==> config.mk <==
export PLATFORM = sky130hd
export DESIGN_NAME = ps2_player_controls
export DESIGN_NICKNAME = d
export VERILOG_FILES = /design/src/rtl/ps2_player_controls.sv
export SDC_FILE = /design/constraint.sdc
export NUM_CORES = 1
export LEC_CHECK = 0
export ABC_AREA = 1
export BUFFER_PORTS_ARGS = -buffer_cell sky130_fd_sc_hd__buf_2
export CAP_MARGIN = 40
export CORE_MARGIN = 2
export CORE_UTILIZATION = 54
export CTS_BUF_LIST = sky130_fd_sc_hd__clkbuf_4 sky130_fd_sc_hd__clkbuf_8 sky130_fd_sc_hd__clkbuf_16
export CTS_CLUSTER_SIZE = 10
export DETAILED_ROUTE_END_ITERATION = 8
export PLACE_DENSITY = 0.78
export SETUP_SLACK_MARGIN = 0.02
export SYNTH_ARGS = -nofsm -noshare
export SYNTH_HDL_FRONTEND = slang
export SYNTH_SLANG_ARGS = --single-unit
export TNS_END_PERCENT = 50
==> constraint.sdc <==
create_clock -name clk -period 1.85 [get_ports clk]
set_clock_uncertainty 0.2 [all_clocks]
set_input_delay 0.2775 -clock clk [delete_from_list [all_inputs] [get_ports clk]]
set_output_delay 0.2775 -clock clk [all_outputs]
set_load 0.05 [all_outputs]
==> src/rtl/ps2_player_controls.sv <==
// PS/2 keyboard receiver and set-2 scan-code decoder that drives two players' held-key levels.
// Optional build macro PS2_FIRE_ONESHOT_EN turns fire1/fire2 into one-clk pulses on a fresh press.
module ps2_player_controls #(
    parameter int FILTER_LEN     = 8,
    parameter int TIMEOUT_CYCLES = 50000
) (
    input  logic       clk,
    input  logic       clrn,
    input  logic       ps2_clk,
    input  logic       ps2_data,
    output logic       up1,
    output logic       down1,
    output logic       left1,
    output logic       right1,
    output logic       fire1,
    output logic       up2,
    output logic       down2,
    output logic       left2,
    output logic       right2,
    output logic       fire2,
    output logic       scan_valid,
    output logic [7:0] scan_code,
    output logic       frame_err,
    output logic [1:0] rx_state
);

    typedef enum logic [1:0] {
        S_IDLE   = 2'd0,
        S_DATA   = 2'd1,
        S_PARITY = 2'd2,
        S_STOP   = 2'd3
    } state_t;

    localparam int FW = $clog2(FILTER_LEN + 1);
    localparam int TW = $clog2(TIMEOUT_CYCLES + 1);
    localparam logic [FW-1:0] FILT_LAST = FW'(FILTER_LEN - 1);
    localparam logic [TW-1:0] TO_LAST   = TW'(TIMEOUT_CYCLES - 1);

    // Key vector order: up1 down1 left1 right1 fire1 up2 down2 left2 right2 fire2.
    localparam int K_FIRE1 = 4;
    localparam int K_FIRE2 = 9;

    logic [1:0] clk_sync;
    logic [1:0] data_sync;
    logic [1:0] raw_s;
    logic [1:0] filt;
    logic       clk_filt_d;
    logic       fall;
    logic       data_bit;

    state_t      state_q;
    state_t      state_d;
    logic [2:0]  bit_cnt_q;
    logic [7:0]  shift_q;
    logic        par_ok_q;
    logic [TW-1:0] to_cnt_q;
    logic        timeout;

    logic        accept;
    logic        err_now;
    logic        is_prefix;
    logic [9:0]  hit;
    logic [9:0]  keys_q;
    logic        ext_q;
    logic        brk_q;

    always_ff @(posedge clk or negedge clrn) begin
        if (!clrn) begin
            clk_sync  <= 2'b11;
            data_sync <= 2'b11;
        end else begin
            clk_sync  <= {clk_sync[0], ps2_clk};
            data_sync <= {data_sync[0], ps2_data};
        end
    end

    assign raw_s = {data_sync[1], clk_sync[1]};

    // Index 0 filters the clock pin, index 1 the data pin; idle bus level is high.
    for (genvar g = 0; g < 2; g++) begin : g_filt
        logic [FW-1:0] cnt;
        logic          lvl;

        always_ff @(posedge clk or negedge clrn) begin
            if (!clrn) begin
                cnt <= '0;
                lvl <= 1'b1;
            end else if (raw_s[g] == lvl) begin
                cnt <= '0;
            end else if (cnt == FILT_LAST) begin
                cnt <= '0;
                lvl <= raw_s[g];
            end else begin
                cnt <= cnt + FW'(1);
            end
        end

        assign filt[g] = lvl;
    end

    always_ff @(posedge clk or negedge clrn) begin
        if (!clrn) clk_filt_d <= 1'b1;
        else       clk_filt_d <= filt[0];
    end

    assign fall     = clk_filt_d & ~filt[0];
    assign data_bit = filt[1];
    assign timeout  = (state_q != S_IDLE) && !fall && (to_cnt_q == TO_LAST);

    always_ff @(posedge clk or negedge clrn) begin
        if (!clrn) state_q <= S_IDLE;
        else       state_q <= state_d;
    end

    always_comb begin
        state_d = state_q;
        if (timeout) begin
            state_d = S_IDLE;
        end else if (fall) begin
            case (state_q)
                S_IDLE:   if (!data_bit) state_d = S_DATA;
                S_DATA:   if (bit_cnt_q == 3'd7) state_d = S_PARITY;
                S_PARITY: state_d = S_STOP;
                S_STOP:   state_d = S_IDLE;
                default:  state_d = S_IDLE;
            endcase
        end
    end

    always_comb begin
        accept  = (state_q == S_STOP) && fall && data_bit && par_ok_q;
        err_now = timeout || ((state_q == S_STOP) && fall && !(data_bit && par_ok_q));
    end

    assign rx_state = state_q;

    always_ff @(posedge clk or negedge clrn) begin
        if (!clrn) begin
            bit_cnt_q <= '0;
            shift_q   <= '0;
            par_ok_q  <= 1'b0;
            to_cnt_q  <= '0;
        end else begin
            if (state_q == S_IDLE || fall) to_cnt_q <= '0;
            else                           to_cnt_q <= to_cnt_q + TW'(1);
            if (fall) begin
                case (state_q)
                    S_IDLE: bit_cnt_q <= '0;
                    S_DATA: begin
                        shift_q   <= {data_bit, shift_q[7:1]};
                        bit_cnt_q <= bit_cnt_q + 3'd1;
                    end
                    S_PARITY: par_ok_q <= ^{shift_q, data_bit};
                    default: ;
                endcase
            end
        end
    end

    assign is_prefix = (shift_q == 8'hE0) || (shift_q == 8'hF0);

    always_comb begin
        hit = '0;
        if (ext_q) begin
            case (shift_q)
                8'h75:   hit[5] = 1'b1;
                8'h72:   hit[6] = 1'b1;
                8'h6B:   hit[7] = 1'b1;
                8'h74:   hit[8] = 1'b1;
                8'h5A:   hit[9] = 1'b1;
                default: ;
            endcase
        end else begin
            case (shift_q)
                8'h1D:   hit[0] = 1'b1;
                8'h1B:   hit[1] = 1'b1;
                8'h1C:   hit[2] = 1'b1;
                8'h23:   hit[3] = 1'b1;
                8'h29:   hit[4] = 1'b1;
                8'h5A:   hit[9] = 1'b1;
                default: ;
            endcase
        end
    end

    // Flags and keys change only on accepted bytes, so frame errors leave them untouched.
    always_ff @(posedge clk or negedge clrn) begin
        if (!clrn) begin
            scan_valid <= 1'b0;
            frame_err  <= 1'b0;
            scan_code  <= 8'h00;
            keys_q     <= '0;
            ext_q      <= 1'b0;
            brk_q      <= 1'b0;
        end else begin
            scan_valid <= accept;
            frame_err  <= err_now;
            if (accept) begin
                scan_code <= shift_q;
                if (shift_q == 8'hE0) begin
                    ext_q <= 1'b1;
                end else if (shift_q == 8'hF0) begin
                    brk_q <= 1'b1;
                end else begin
                    keys_q <= (keys_q & ~hit) | (hit & {10{~brk_q}});
                    ext_q  <= 1'b0;
                    brk_q  <= 1'b0;
                end
            end
        end
    end

    assign up1    = keys_q[0];
    assign down1  = keys_q[1];
    assign left1  = keys_q[2];
    assign right1 = keys_q[3];
    assign up2    = keys_q[5];
    assign down2  = keys_q[6];
    assign left2  = keys_q[7];
    assign right2 = keys_q[8];

`ifdef PS2_FIRE_ONESHOT_EN
    logic [1:0] fire_pulse_q;

    // keys_q still tracks the held fire state; a pulse fires only on a press from released.
    always_ff @(posedge clk or negedge clrn) begin
        if (!clrn) begin
            fire_pulse_q <= 2'b00;
        end else begin
            fire_pulse_q <= 2'b00;
            if (accept && !is_prefix) begin
                fire_pulse_q[0] <= hit[K_FIRE1] & ~brk_q & ~keys_q[K_FIRE1];
                fire_pulse_q[1] <= hit[K_FIRE2] & ~brk_q & ~keys_q[K_FIRE2];
            end
        end
    end

    assign fire1 = fire_pulse_q[0];
    assign fire2 = fire_pulse_q[1];
`else
    logic unused_prefix;
    assign unused_prefix = is_prefix;
    assign fire1 = keys_q[K_FIRE1];
    assign fire2 = keys_q[K_FIRE2];
`endif

endmodule
==> results of run 1 <==
-- placed cells by master (no fill, tap or decap), types with 2 or more instances in the layout --
cell type      Yosys  final
nand2_1          120    119
dfrtp_1           60     56
nor2_1            45     40
inv_1             34     34
nand3_1           28     28
buf_2              1     25
o21ai_0           22     21
a21oi_1           21     21
nor3_1            11     10
clkbuf_8           0     10
buf_4              0      8
inv_2              7      7
ha_1              10      7
dfstp_2            7      7
nor2_2             1      6
nor4_2             0      5
clkbuf_4           0      4
buf_12             0      4
dfrtp_2            0      4
xnor2_1            3      3
nand4_1            3      3
xor2_1             3      3
dlygate4sd3_1      0      3
nand2_2            1      2
ha_2               0      2
-- cells by family after synthesis --
kind of cell / synth area share, %
buffers and inverters: 5.88
AOI/OAI and AO/OA: 7.78
adders and majority gates: 3.82
muxes: 0.343
DFF: 51.4
and+or+nand+nor: 29.2
xor gates and xnor gates: 1.60
-- metrics by stage --
step | worst slack [ns] | hold WS [ns] | instances
2_1_floorplan | 0.0286 | -0.218 | 399
3_3_place_gp | 0.0743 | 0.0891 | 502
3_5_place_dp | 0.0554 | 0.0933 | 502
4_1_cts | 0.0485 | 0.155 | 521
5_1_grt | -0.00190 | 0.163 | 524
6_report | 0.103 | 0.149 | 524
-- area by class of cell --
class	instances	area [um^2]
Clock inverter	2	35.0
Sequential cell	67	1690
Inverter	41	154
Timing Repair Buffer	40	295
Multi-Input combinational cell	285	1470
Fill cell	486	1980
Tap cell	75	93.8
Clock buffer	14	168
-- worst max-delay path, stage by stage, from the launching register on --
cell and delay, ns:
dfrtp_1 0.44, inv_2 0.11, nor2_1 0.19, nand3_1 0.22
nor4_2 0.28, nand2_1 0.09, nand2_1 0.07, nand2_1 0.04
-- worst paths after layout --
check	endpoint	startpoint
max	flop	shift_q[6]
min	data_sync[1]	data_sync[0]
max reg2reg	flop	shift_q[6]
min reg2reg	data_sync[1]	data_sync[0]
max in group asynchronous	data_bit	clrn
min in group asynchronous	g_filt[0].cnt[2]	clrn
-- power by group --
group,internal (uW),total (uW),switching (uW)
registers,1650,1820,165
logic,421,1090,670
clock network,719,1240,524
-- layer usage --
layer	track usage, %	vias up	part of all wire [%]
met1	28.4	1341	43
li1	-	1371	-
met3	4.29	15	3.4
met5	0	-	0
met4	9.33	0	2.1
met2	38.3	47	52
-- timing repair --
action | CTS | global route
buffers inserted | 0 | 3
endpoints found under the hold margin | 15 | 0
hold buffers | 3 | 0
gates resized for setup | 0 | 17
endpoints found under the setup margin | 0 | 25
==> impl_table.tex, run 1 <==
\begin{tabular}{lr}
\hline
Metric & Value \\
\hline
\multicolumn{2}{l}{\textbf{Floorplan}} \\
\quad Initial core utilization & between 50\% and 60\% \\
\quad Die extent in x & just over 80 um \\
\quad Vertical die dimension & $\sim$82 um \\
\quad Row count & 28 \\
\quad Number of ports placed on the die boundary & 26 \\
\quad Core Region & roughly 5900 um\^{}2 \\
\quad Total Die Area & between 6000 and 7000 um\^{}2 \\
\multicolumn{2}{l}{\textbf{Synth}} \\
\quad Synth area leader & dfrtp\_1 \\
\quad Area contributors post-synth & dfrtp\_1, nand2\_1, dfstp\_2, nor2\_1, nand3\_1 \\
\quad Area fraction of the dominant cell type after synthesis & 45.8\% \\
\quad Syn Nets & 413 \\
\quad Average cell area after synthesis & approximately 8 um\^{}2 \\
\quad Portion of the post-synthesis area used by sequential elements & 51.4\% \\
\quad Number of different library cells in the post-synthesis netlist & 31 \\
\quad Most used DFF post-synth & dfrtp\_1 \\
\quad Synth Warn \# & 0 \\
\quad Most common cell in the synthesized netlist & nand2\_1 \\
\quad Total of flip-flops plus latches after synthesis & 67 \\
\quad Netlist Area Pre-Place & roughly 3300 um\^{}2 \\
\quad Number of cells produced by synthesis & 399 \\
\quad Top cells by instance count after synthesis & nand2\_1, dfrtp\_1, nor2\_1, inv\_1, nand3\_1 \\
\quad Number of enable flip-flop cells after synthesis & 0 \\
\quad Proportion of synthesized flip-flops having asynchronous set or reset & 100\% \\
\multicolumn{2}{l}{\textbf{Critical path}} \\
\quad R2R Setup Slk & 0.10 ns \\
\quad Class of the most critical setup path & flop to flop \\
\quad Critical path fanouts, max & 7 \\
\quad Worst Reg2Reg Path Length in Cells & 7 \\
\quad Worst EP required & $\sim$1.9 ns \\
\quad Sort of element at the start of the critical path & flop \\
\quad Worst Setup End Kind & flop \\
\quad Worst Path Arrival & roughly 1.8 ns \\
\multicolumn{2}{l}{\textbf{STA}} \\
\quad Max Freq & $\sim$570 MHz \\
\quad Max-slew violation count & 0 \\
\quad RSZ-0062 raised after global routing & true \\
\quad Hold violation count in the final report & 0 \\
\quad Share of the clock period used by the worst path & around 94\% \\
\quad Slew at the pin closest to its max-slew limit & approximately 0.55 ns \\
\quad Time the final worst path needs with I/O delays and setup & 1.75 ns \\
\quad Max transition margin & roughly 64\% \\
\quad Setup total negative slack & 0 ns \\
\quad \# setup viols final & 0 \\
\multicolumn{2}{l}{\textbf{Routing}} \\
\quad Wire length per cell after detailed routing & 13.5 um \\
\quad Via count & between 2,000 and 3,000 \\
\quad Remaining number of nets flagged by the antenna check after routing & 0 \\
\quad TritonRoute pass-1 iters & 4 \\
\quad Remaining DRCs & 0 \\
\quad DRC marker count from the first detailed-route iteration & 212 \\
\quad Mean number of vias per cell & between 5 and 6 \\
\quad Post-detailed-routing wire length & between 7 and 8 mm \\
\multicolumn{2}{l}{\textbf{Clocking}} \\
\quad Insertion delay to the later sink of the worst-skew pair & about 0.35 ns \\
\quad Maximum buffer depth of the clock tree & 2 \\
\quad TritonCTS clock tree & built \\
\quad Total CTS buffers & 9 \\
\quad Maximum level of the CTS H-tree & 3 \\
\quad Clk sinks & 67 \\
\quad Cell at the root of the clock tree & clkbuf\_8 \\
\quad Clk slew on worst S/H paths & roughly 0.070 ns \\
\multicolumn{2}{l}{\textbf{Final layout}} \\
\quad Post-Layout Inst Area & 3910 um\^{}2 \\
\quad Fraction of layout cells with a size suffix above 1 & around a fifth \\
\quad Final layout net count & 458 \\
\quad Synth-to-Final Area Change & 19.1\% \\
\quad Number of diodes added for antenna fixing & 0 \\
\quad Final standard cell utilization of the core & between 60\% and 70\% \\
\multicolumn{2}{l}{\textbf{Place}} \\
\quad HPWL reported at the end of detailed placement & 4.94 mm \\
\quad GP Congestion & between 0.8 and 0.9 \\
\quad Cell area reported after detailed placement & about 3600 um\^{}2 \\
\quad IO buf count & 25 \\
\multicolumn{2}{l}{\textbf{Run status}} \\
\quad Status & complete, no violations \\
\multicolumn{2}{l}{\textbf{Pwr}} \\
\quad Leakage component of the power & about 0.0019 uW \\
\quad Worst-case vdd ir drop & 0.645 mV \\
\quad Total power divided by cell area & between 1000 and 1500 nW/um\^{}2 \\
\quad Tot Pwr & slightly above 4000 uW \\
\multicolumn{2}{l}{\textbf{GRT}} \\
\quad Number of antenna violations at the first check in global routing & 0 \\
\quad Overall overflow remaining after global route & 0 \\
\quad Overall global routing resource usage & around 23\% \\
\quad First-pass GRT wire length & around 11 mm \\
\quad Number of global-route vias before repair & about 2,600 \\
\quad Maximum number of pins on one net before global-route repair & 30 \\
\multicolumn{2}{l}{\textbf{Worst hold path}} \\
\quad HP Class & flop to flop \\
\quad Worst Hold Path Cells & 0 \\
\multicolumn{2}{l}{\textbf{Run}} \\
\quad Max-cap violations & 0 \\
\hline
\end{tabular}
Note: power is estimated with default switching activity, not from simulation.
==> run 2, diff against run 1 <==
--- a/config.mk
+++ b/config.mk
@@ -10,7 +10,6 @@
 export CAP_MARGIN = 40
 export CORE_MARGIN = 2
 export CORE_UTILIZATION = 54
-export CTS_BUF_LIST = sky130_fd_sc_hd__clkbuf_4 sky130_fd_sc_hd__clkbuf_8 sky130_fd_sc_hd__clkbuf_16
 export CTS_CLUSTER_SIZE = 10
 export DETAILED_ROUTE_END_ITERATION = 8
 export PLACE_DENSITY = 0.78
==> impl_table.tex, run 2 (synthesis gave the netlist of run 1 again) <==
\begin{tabular}{lr}
\hline
Metric & Value \\
\hline
\multicolumn{2}{l}{\textbf{Run status}} \\
\quad Status & complete, no violations \\
\multicolumn{2}{l}{\textbf{Place}} \\
\quad Pre-CTS setup slack & 0.0554 ns \\
\quad IO buf count & 25 \\
\quad HPWL reported at the end of detailed placement & 4.94 mm \\
\quad Cell area reported after detailed placement & around 3600 um\^{}2 \\
\quad GP Congestion & 0.808 \\
\multicolumn{2}{l}{\textbf{Routing}} \\
\quad Remaining number of nets flagged by the antenna check after routing & 0 \\
\quad Wire length per cell after detailed routing & $\sim$13 um \\
\quad Wire length on met3 & between 200 and 250 um \\
\quad Via count & $\sim$2,800 \\
\quad DRC marker count from the first detailed-route iteration & between 200 and 250 \\
\quad TritonRoute pass-1 iters & 4 \\
\quad Routed metal-1 wirelength & around 3 mm \\
\quad Sum of met2 wire segment lengths after detailed routing & 3.67 mm \\
\quad Remaining DRCs & 0 \\
\quad Mean number of vias per cell & roughly 5.3 \\
\quad Post-detailed-routing wire length & around 7.1 mm \\
\quad Top routing layer used & met4 \\
\multicolumn{2}{l}{\textbf{GRT}} \\
\quad Number of global-route vias before repair & roughly 2,500 \\
\quad Overall overflow remaining after global route & 0 \\
\quad First-pass GRT wire length & $\sim$11 mm \\
\quad Overall global routing resource usage & a little under a quarter \\
\quad Number of antenna violations at the first check in global routing & 0 \\
\quad Maximum number of pins on one net before global-route repair & 30 \\
\multicolumn{2}{l}{\textbf{Final layout}} \\
\quad Most common cell after layout, fill and taps aside & nand2\_1 \\
\quad Final layout net count & between 400 and 500 \\
\quad Synth-to-Final Area Change & 19.8\% \\
\quad Number of diodes added for antenna fixing & 0 \\
\quad Post-Layout Inst Area & 3930 um\^{}2 \\
\quad Fraction of layout cells with a size suffix above 1 & 20.4\% \\
\quad Commonest cells after routing, fill and taps aside & nand2\_1, dfrtp\_1, nor2\_1 \\
\quad Final-layout fill cell count & approximately 480 \\
\multicolumn{2}{l}{\textbf{STA}} \\
\quad \# setup viols final & 0 \\
\quad Max Freq & 575 MHz \\
\quad Slew at the pin closest to its max-slew limit & 0.547 ns \\
\quad Share of the clock period used by the worst path & a little over nine tenths \\
\quad Setup total negative slack & 0 ns \\
\quad RSZ-0062 raised after global routing & true \\
\quad Max transition margin & between 60 and 70\% \\
\quad Post-layout worst setup margin & 0.109 ns \\
\quad Time the final worst path needs with I/O delays and setup & between 1.5 and 2 ns \\
\quad Max-slew violation count & 0 \\
\quad Hold violation count in the final report & 0 \\
\multicolumn{2}{l}{\textbf{Floorplan}} \\
\quad Initial core utilization & 55.7\% \\
\quad Total Die Area & between 6000 and 7000 um\^{}2 \\
\quad Die extent in x & 81.9 um \\
\quad Number of ports placed on the die boundary & 26 \\
\quad Row count & 28 \\
\quad Vertical die dimension & 81.9 um \\
\quad Core Region & just under 6000 um\^{}2 \\
\multicolumn{2}{l}{\textbf{Critical path}} \\
\quad End point of the critical path & rx\_state[0] \\
\quad R2R Setup Slk & approximately 0.11 ns \\
\quad Crit path from & g\_filt[0].lvl \\
\quad Critical path fanouts, max & 8 \\
\quad Worst Path Arrival & approximately 1.8 ns \\
\quad Class of the most critical setup path & flop to flop \\
\quad Critical R2R Launch & g\_filt[0].lvl \\
\quad Worst Reg2Reg Path Length in Cells & 10 \\
\quad Worst EP required & between 1.5 and 2 ns \\
\quad Sort of element at the start of the critical path & flop \\
\quad Worst Setup End Kind & flop \\
\quad Reg2Reg Capture Point & rx\_state[0] \\
\multicolumn{2}{l}{\textbf{Worst hold path}} \\
\quad HP Class & flop to flop \\
\multicolumn{2}{l}{\textbf{Run}} \\
\quad Max-cap violations & 0 \\
\multicolumn{2}{l}{\textbf{Pwr}} \\
\quad Leakage component of the power & between 0.0015 and 0.002 uW \\
\quad Worst-case vdd ir drop & about 0.64 mV \\
\quad Total power divided by cell area & 1070 nW/um\^{}2 \\
\multicolumn{2}{l}{\textbf{Clocking}} \\
\quad Maximum buffer depth of the clock tree & 2 \\
\quad Total CTS buffers & 9 \\
\quad Clk slew on worst S/H paths & around 0.070 ns \\
\quad TritonCTS clock tree & built \\
\quad Maximum level of the CTS H-tree & 3 \\
\quad Cell at the root of the clock tree & clkbuf\_8 \\
\quad Insertion delay to the later sink of the worst-skew pair & about 0.35 ns \\
\quad Clk sinks & 67 \\
\hline
\end{tabular}
run 2: final cells by class:
cell class                 count  area (um^2)  share of cell area (%)
sequential                    67         1690                    43.0
multi-input combinational    285         1470                    37.3
timing repair buffer          43          334                    8.50
inverter                      41          158                    4.01
clock buffer                  14          153                    3.89
tap                           75         93.8                    2.39
clock inverter                 2         35.0                   0.892
run 2: routing by layer:
layer	GRT usage, %	up-vias
li1	-	1377
met1	28.2	1354
met2	37.8	50
met3	4.62	17
met4	10.7	0
met5	0	-
run 2: per-stage QoR:
| step | power, uW | utilization (%) | hold slack, ns | std cells |
|---|---|---|---|---|
| 2_1_floorplan | 2460 | - | -0.218 | 399 |
| 3_3_place_gp | 2700 | 60.8 | 0.0891 | 502 |
| 3_5_place_dp | 2770 | 60.8 | 0.0933 | 502 |
| 4_1_cts | 3970 | 64.5 | 0.154 | 521 |
| 5_1_grt | 4450 | 66.8 | 0.160 | 527 |
| 6_report | 4220 | 66.8 | 0.150 | 527 |
run 2: worst min-delay path by stage:
stage	start	to	slack [ns]	depth (start not counted)
6_report	data_sync[0]	data_sync[1]	0.15	0
5_1_grt	data_sync[0]	data_sync[1]	0.16	0
4_1_cts	data_sync[0]	data_sync[1]	0.15	0
3_5_place_dp	clrn	g_filt[0].cnt[2]	0.09	1
3_3_place_gp	clrn	g_filt[0].cnt[2]	0.09	1
2_1_floorplan	clrn	async pin	-0.22	0
run 2: what timing repair did:
action | CTS | global route
buffers inserted | 0 | 6
endpoints found under the setup margin | 0 | 24
endpoints found under the hold margin | 15 | 0
hold buffers | 3 | 0
resized for setup | 0 | 17
run 2: critical path, stage by stage, from the launching register on:
cell     delay, ns
dfstp_2       0.57
nor2_4        0.06
buf_4         0.16
nor2_4        0.13
nand2_1       0.06
nor2_1        0.09
nand2_1       0.11
nand2_1       0.08
nand2_1       0.06
nand2_1       0.06
nand2_1       0.05
run 2: where the power goes:
group / internal (uW) / leakage, uW / switching [uW]
registers: 1650 / 0.000897 / 159
logic: 499 / 0.000923 / 722
clock network: 660 / 0.0000947 / 532
total: 2810 / 0.00191 / 1410
==> run 3, diff against run 2 <==
--- a/config.mk
+++ b/config.mk
@@ -9,10 +9,11 @@
 export BUFFER_PORTS_ARGS = -buffer_cell sky130_fd_sc_hd__buf_2
 export CAP_MARGIN = 40
 export CORE_MARGIN = 2
-export CORE_UTILIZATION = 54
+export CORE_UTILIZATION = 55
+export CTS_BUF_LIST = sky130_fd_sc_hd__clkbuf_8
 export CTS_CLUSTER_SIZE = 10
 export DETAILED_ROUTE_END_ITERATION = 8
-export PLACE_DENSITY = 0.78
+export PLACE_DENSITY = 0.79
 export SETUP_SLACK_MARGIN = 0.02
 export SYNTH_ARGS = -nofsm -noshare
 export SYNTH_HDL_FRONTEND = slang
==> impl_table.tex, run 3 (synthesis gave the netlist of run 1 again) <==
\begin{tabular}{lr}
\hline
Metric & Value \\
\hline
\multicolumn{2}{l}{\textbf{Run status}} \\
\quad Status & complete, no violations \\
\multicolumn{2}{l}{\textbf{Pwr}} \\
\quad Total power divided by cell area & $\sim$1000 nW/um\^{}2 \\
\quad Part of the total power dissipated in sequential elements & a little under half \\
\quad Tot Pwr & just under 4000 uW \\
\quad Cell internal power dissipation & $\sim$2600 uW \\
\quad Switching power total & roughly 1300 uW \\
\quad Sw Ratio & roughly 34\% \\
\quad Clock network fraction of design power & between 20\% and 30\% \\
\quad Leakage component of the power & between 0.0015 and 0.002 uW \\
\quad Combinational Power Share & a little over a quarter \\
\quad Worst-case vdd ir drop & between 0.6 and 0.7 mV \\
\multicolumn{2}{l}{\textbf{GRT}} \\
\quad Number of global-route vias before repair & about 2,600 \\
\quad Number of antenna violations at the first check in global routing & 0 \\
\quad Maximum number of pins on one net before global-route repair & 68 \\
\quad First-pass GRT wire length & about 11 mm \\
\quad Overall global routing resource usage & 22.4\% \\
\quad Overall overflow remaining after global route & 0 \\
\multicolumn{2}{l}{\textbf{Critical path}} \\
\quad Cell type with the highest occurrence count on the critical path & nand2\_1 \\
\quad Critical path fanouts, max & 8 \\
\quad Worst EP required & roughly 1.9 ns \\
\quad R2R Setup Slk & about 0.12 ns \\
\quad Cells along the critical path & nor2\_4 -> buf\_4 -> nor2\_2 -> nand2\_1 -> nor2\_2 -> nand2\_2 -> nand2\_1 -> nand2\_1 -> nand2\_1 -> nand2\_1 \\
\quad CP delay by family, top & simple AND/OR/NAND/NOR gates \\
\quad Sort of element at the start of the critical path & flop \\
\quad Slowest cell delay on critical path & slightly below 0.6 ns \\
\quad Worst-path cell with the longest stage delay & dfstp\_2 \\
\quad Class of the most critical setup path & flop to flop \\
\quad CP Buf/Inv Count & 1 \\
\quad Worst Setup End Kind & flop \\
\quad Worst Path Arrival & between 1.5 and 2 ns \\
\multicolumn{2}{l}{\textbf{Routing}} \\
\quad Wire length per cell after detailed routing & 12.9 um \\
\quad DRC marker count from the first detailed-route iteration & 130 \\
\quad TritonRoute pass-1 iters & 4 \\
\quad Mean number of vias per cell & just over 5 \\
\quad Post-detailed-routing wire length & between 6 and 7 mm \\
\quad Via count & 2,734 \\
\quad Remaining number of nets flagged by the antenna check after routing & 0 \\
\quad Remaining DRCs & 0 \\
\multicolumn{2}{l}{\textbf{Worst hold path}} \\
\quad HP Class & flop to flop \\
\multicolumn{2}{l}{\textbf{STA}} \\
\quad \# setup viols final & 0 \\
\quad Max Freq & about 580 MHz \\
\quad Share of the clock period used by the worst path & between 90\% and 100\% \\
\quad RSZ-0062 raised after global routing & true \\
\quad Hold violation count in the final report & 0 \\
\quad Max transition margin & between 60\% and 70\% \\
\quad Time the final worst path needs with I/O delays and setup & 1.73 ns \\
\quad Slew at the pin closest to its max-slew limit & around 0.47 ns \\
\quad Max-slew violation count & 0 \\
\multicolumn{2}{l}{\textbf{Clocking}} \\
\quad Total CTS buffers & 9 \\
\quad Cell at the root of the clock tree & clkbuf\_8 \\
\quad Maximum level of the CTS H-tree & 3 \\
\quad Clk sinks & 67 \\
\quad Maximum buffer depth of the clock tree & 2 \\
\quad Insertion delay to the later sink of the worst-skew pair & 0.34 ns \\
\quad TritonCTS clock tree & built \\
\quad Clk slew on worst S/H paths & 0.07 ns \\
\multicolumn{2}{l}{\textbf{Final layout}} \\
\quad Final layout net count & 460 \\
\quad Commonest cells after routing, fill and taps aside & nand2\_1, dfrtp\_1, nor2\_1 \\
\quad Final-layout fill cell count & 474 \\
\quad Number of diodes added for antenna fixing & 0 \\
\quad Most common cell after layout, fill and taps aside & nand2\_1 \\
\quad Post-Layout Inst Area & roughly 3900 um\^{}2 \\
\quad Fraction of layout cells with a size suffix above 1 & 20.4\% \\
\quad Synth-to-Final Area Change & 17.9\% \\
\multicolumn{2}{l}{\textbf{Place}} \\
\quad HPWL reported at the end of detailed placement & $\sim$4.6 mm \\
\quad IO buf count & 25 \\
\quad Cell area reported after detailed placement & about 3600 um\^{}2 \\
\quad GP Congestion & 0.841 \\
\multicolumn{2}{l}{\textbf{Run}} \\
\quad Max-cap violations & 0 \\
\multicolumn{2}{l}{\textbf{Floorplan}} \\
\quad Row count & 28 \\
\quad Vertical die dimension & around 81 um \\
\quad Total Die Area & $\sim$6600 um\^{}2 \\
\quad Number of ports placed on the die boundary & 26 \\
\quad Initial core utilization & 56.1\% \\
\quad Die extent in x & between 80 and 90 um \\
\quad Core Region & $\sim$6000 um\^{}2 \\
\hline
\end{tabular}
## run 3: what timing repair did
item	CTS	global route
hold buffers	3	0
gates resized for setup	0	15
setup buffers	0	4
setup endpoints to repair	0	20
endpoints found under the hold margin	62	0
## run 3: worst register-to-register path, cell delays in order (launching register included)
cell and delay, ns:
dfstp_2 0.58, nor2_4 0.06, buf_4 0.15, nor2_2 0.12, nand2_1 0.08, nor2_2 0.09
nand2_2 0.08, nand2_1 0.07, nand2_1 0.07, nand2_1 0.06, nand2_1 0.05
## run 3: metrics by stage
stage	setup WS [ns]	hold WS (ns)	std cells	setup TNS, ns	utilization [%]
final	0.117	0.156	526	0	66.1
after global routing	-0.0262	0.160	526	-0.109	66.1
after CTS	0.0499	0.158	522	0	64.6
after detailed placement	0.0589	0.126	503	0	61.1
after global placement	0.163	0.123	503	0	61.1
after floorplan	0.0286	-0.218	399	0	-
## run 3: layer usage
layer	vias up	GRT usage, %	routed length, um
li1	1376	-	-
met1	1302	26.5	2940
met2	44	38.1	3500
met3	12	5.44	227
met4	0	10.8	119
met5	-	0	0
## run 3: final timing paths
| check | start | to | cells after the start |
|---|---|---|---|
| worst max-delay path | g_filt[0].lvl | rx_state[0] | 10 |
| worst min-delay path | clk_sync[0] | clk_sync[1] | 0 |
| worst max register to register | g_filt[0].lvl | rx_state[0] | 10 |
| worst min register to register | clk_sync[0] | clk_sync[1] | 0 |
| max in group asynchronous | clrn | data_sync[1] | 3 |
| min in group asynchronous | clrn | brk_q | 3 |
## run 3: power by group through the flow
stage          logic (uW)  clock network, uW  registers (uW)
2_1_floorplan         585                  0            1880
6_report             1010               1080            1790
3_3_place_gp          879                  0            1820
5_1_grt              1150               1170            1820
3_5_place_dp          921                  0            1830
4_1_cts               936               1110            1800
## run 3: area by class of cell
type,count,area (um^2),area share (%)
clock buffer,11,151,3.91
clock inverter,5,21.3,0.550
inverter,41,154,3.98
multi-input combinational,285,1470,38.0
sequential,67,1690,43.7
tap,75,93.8,2.43
timing repair buffer,42,285,7.38
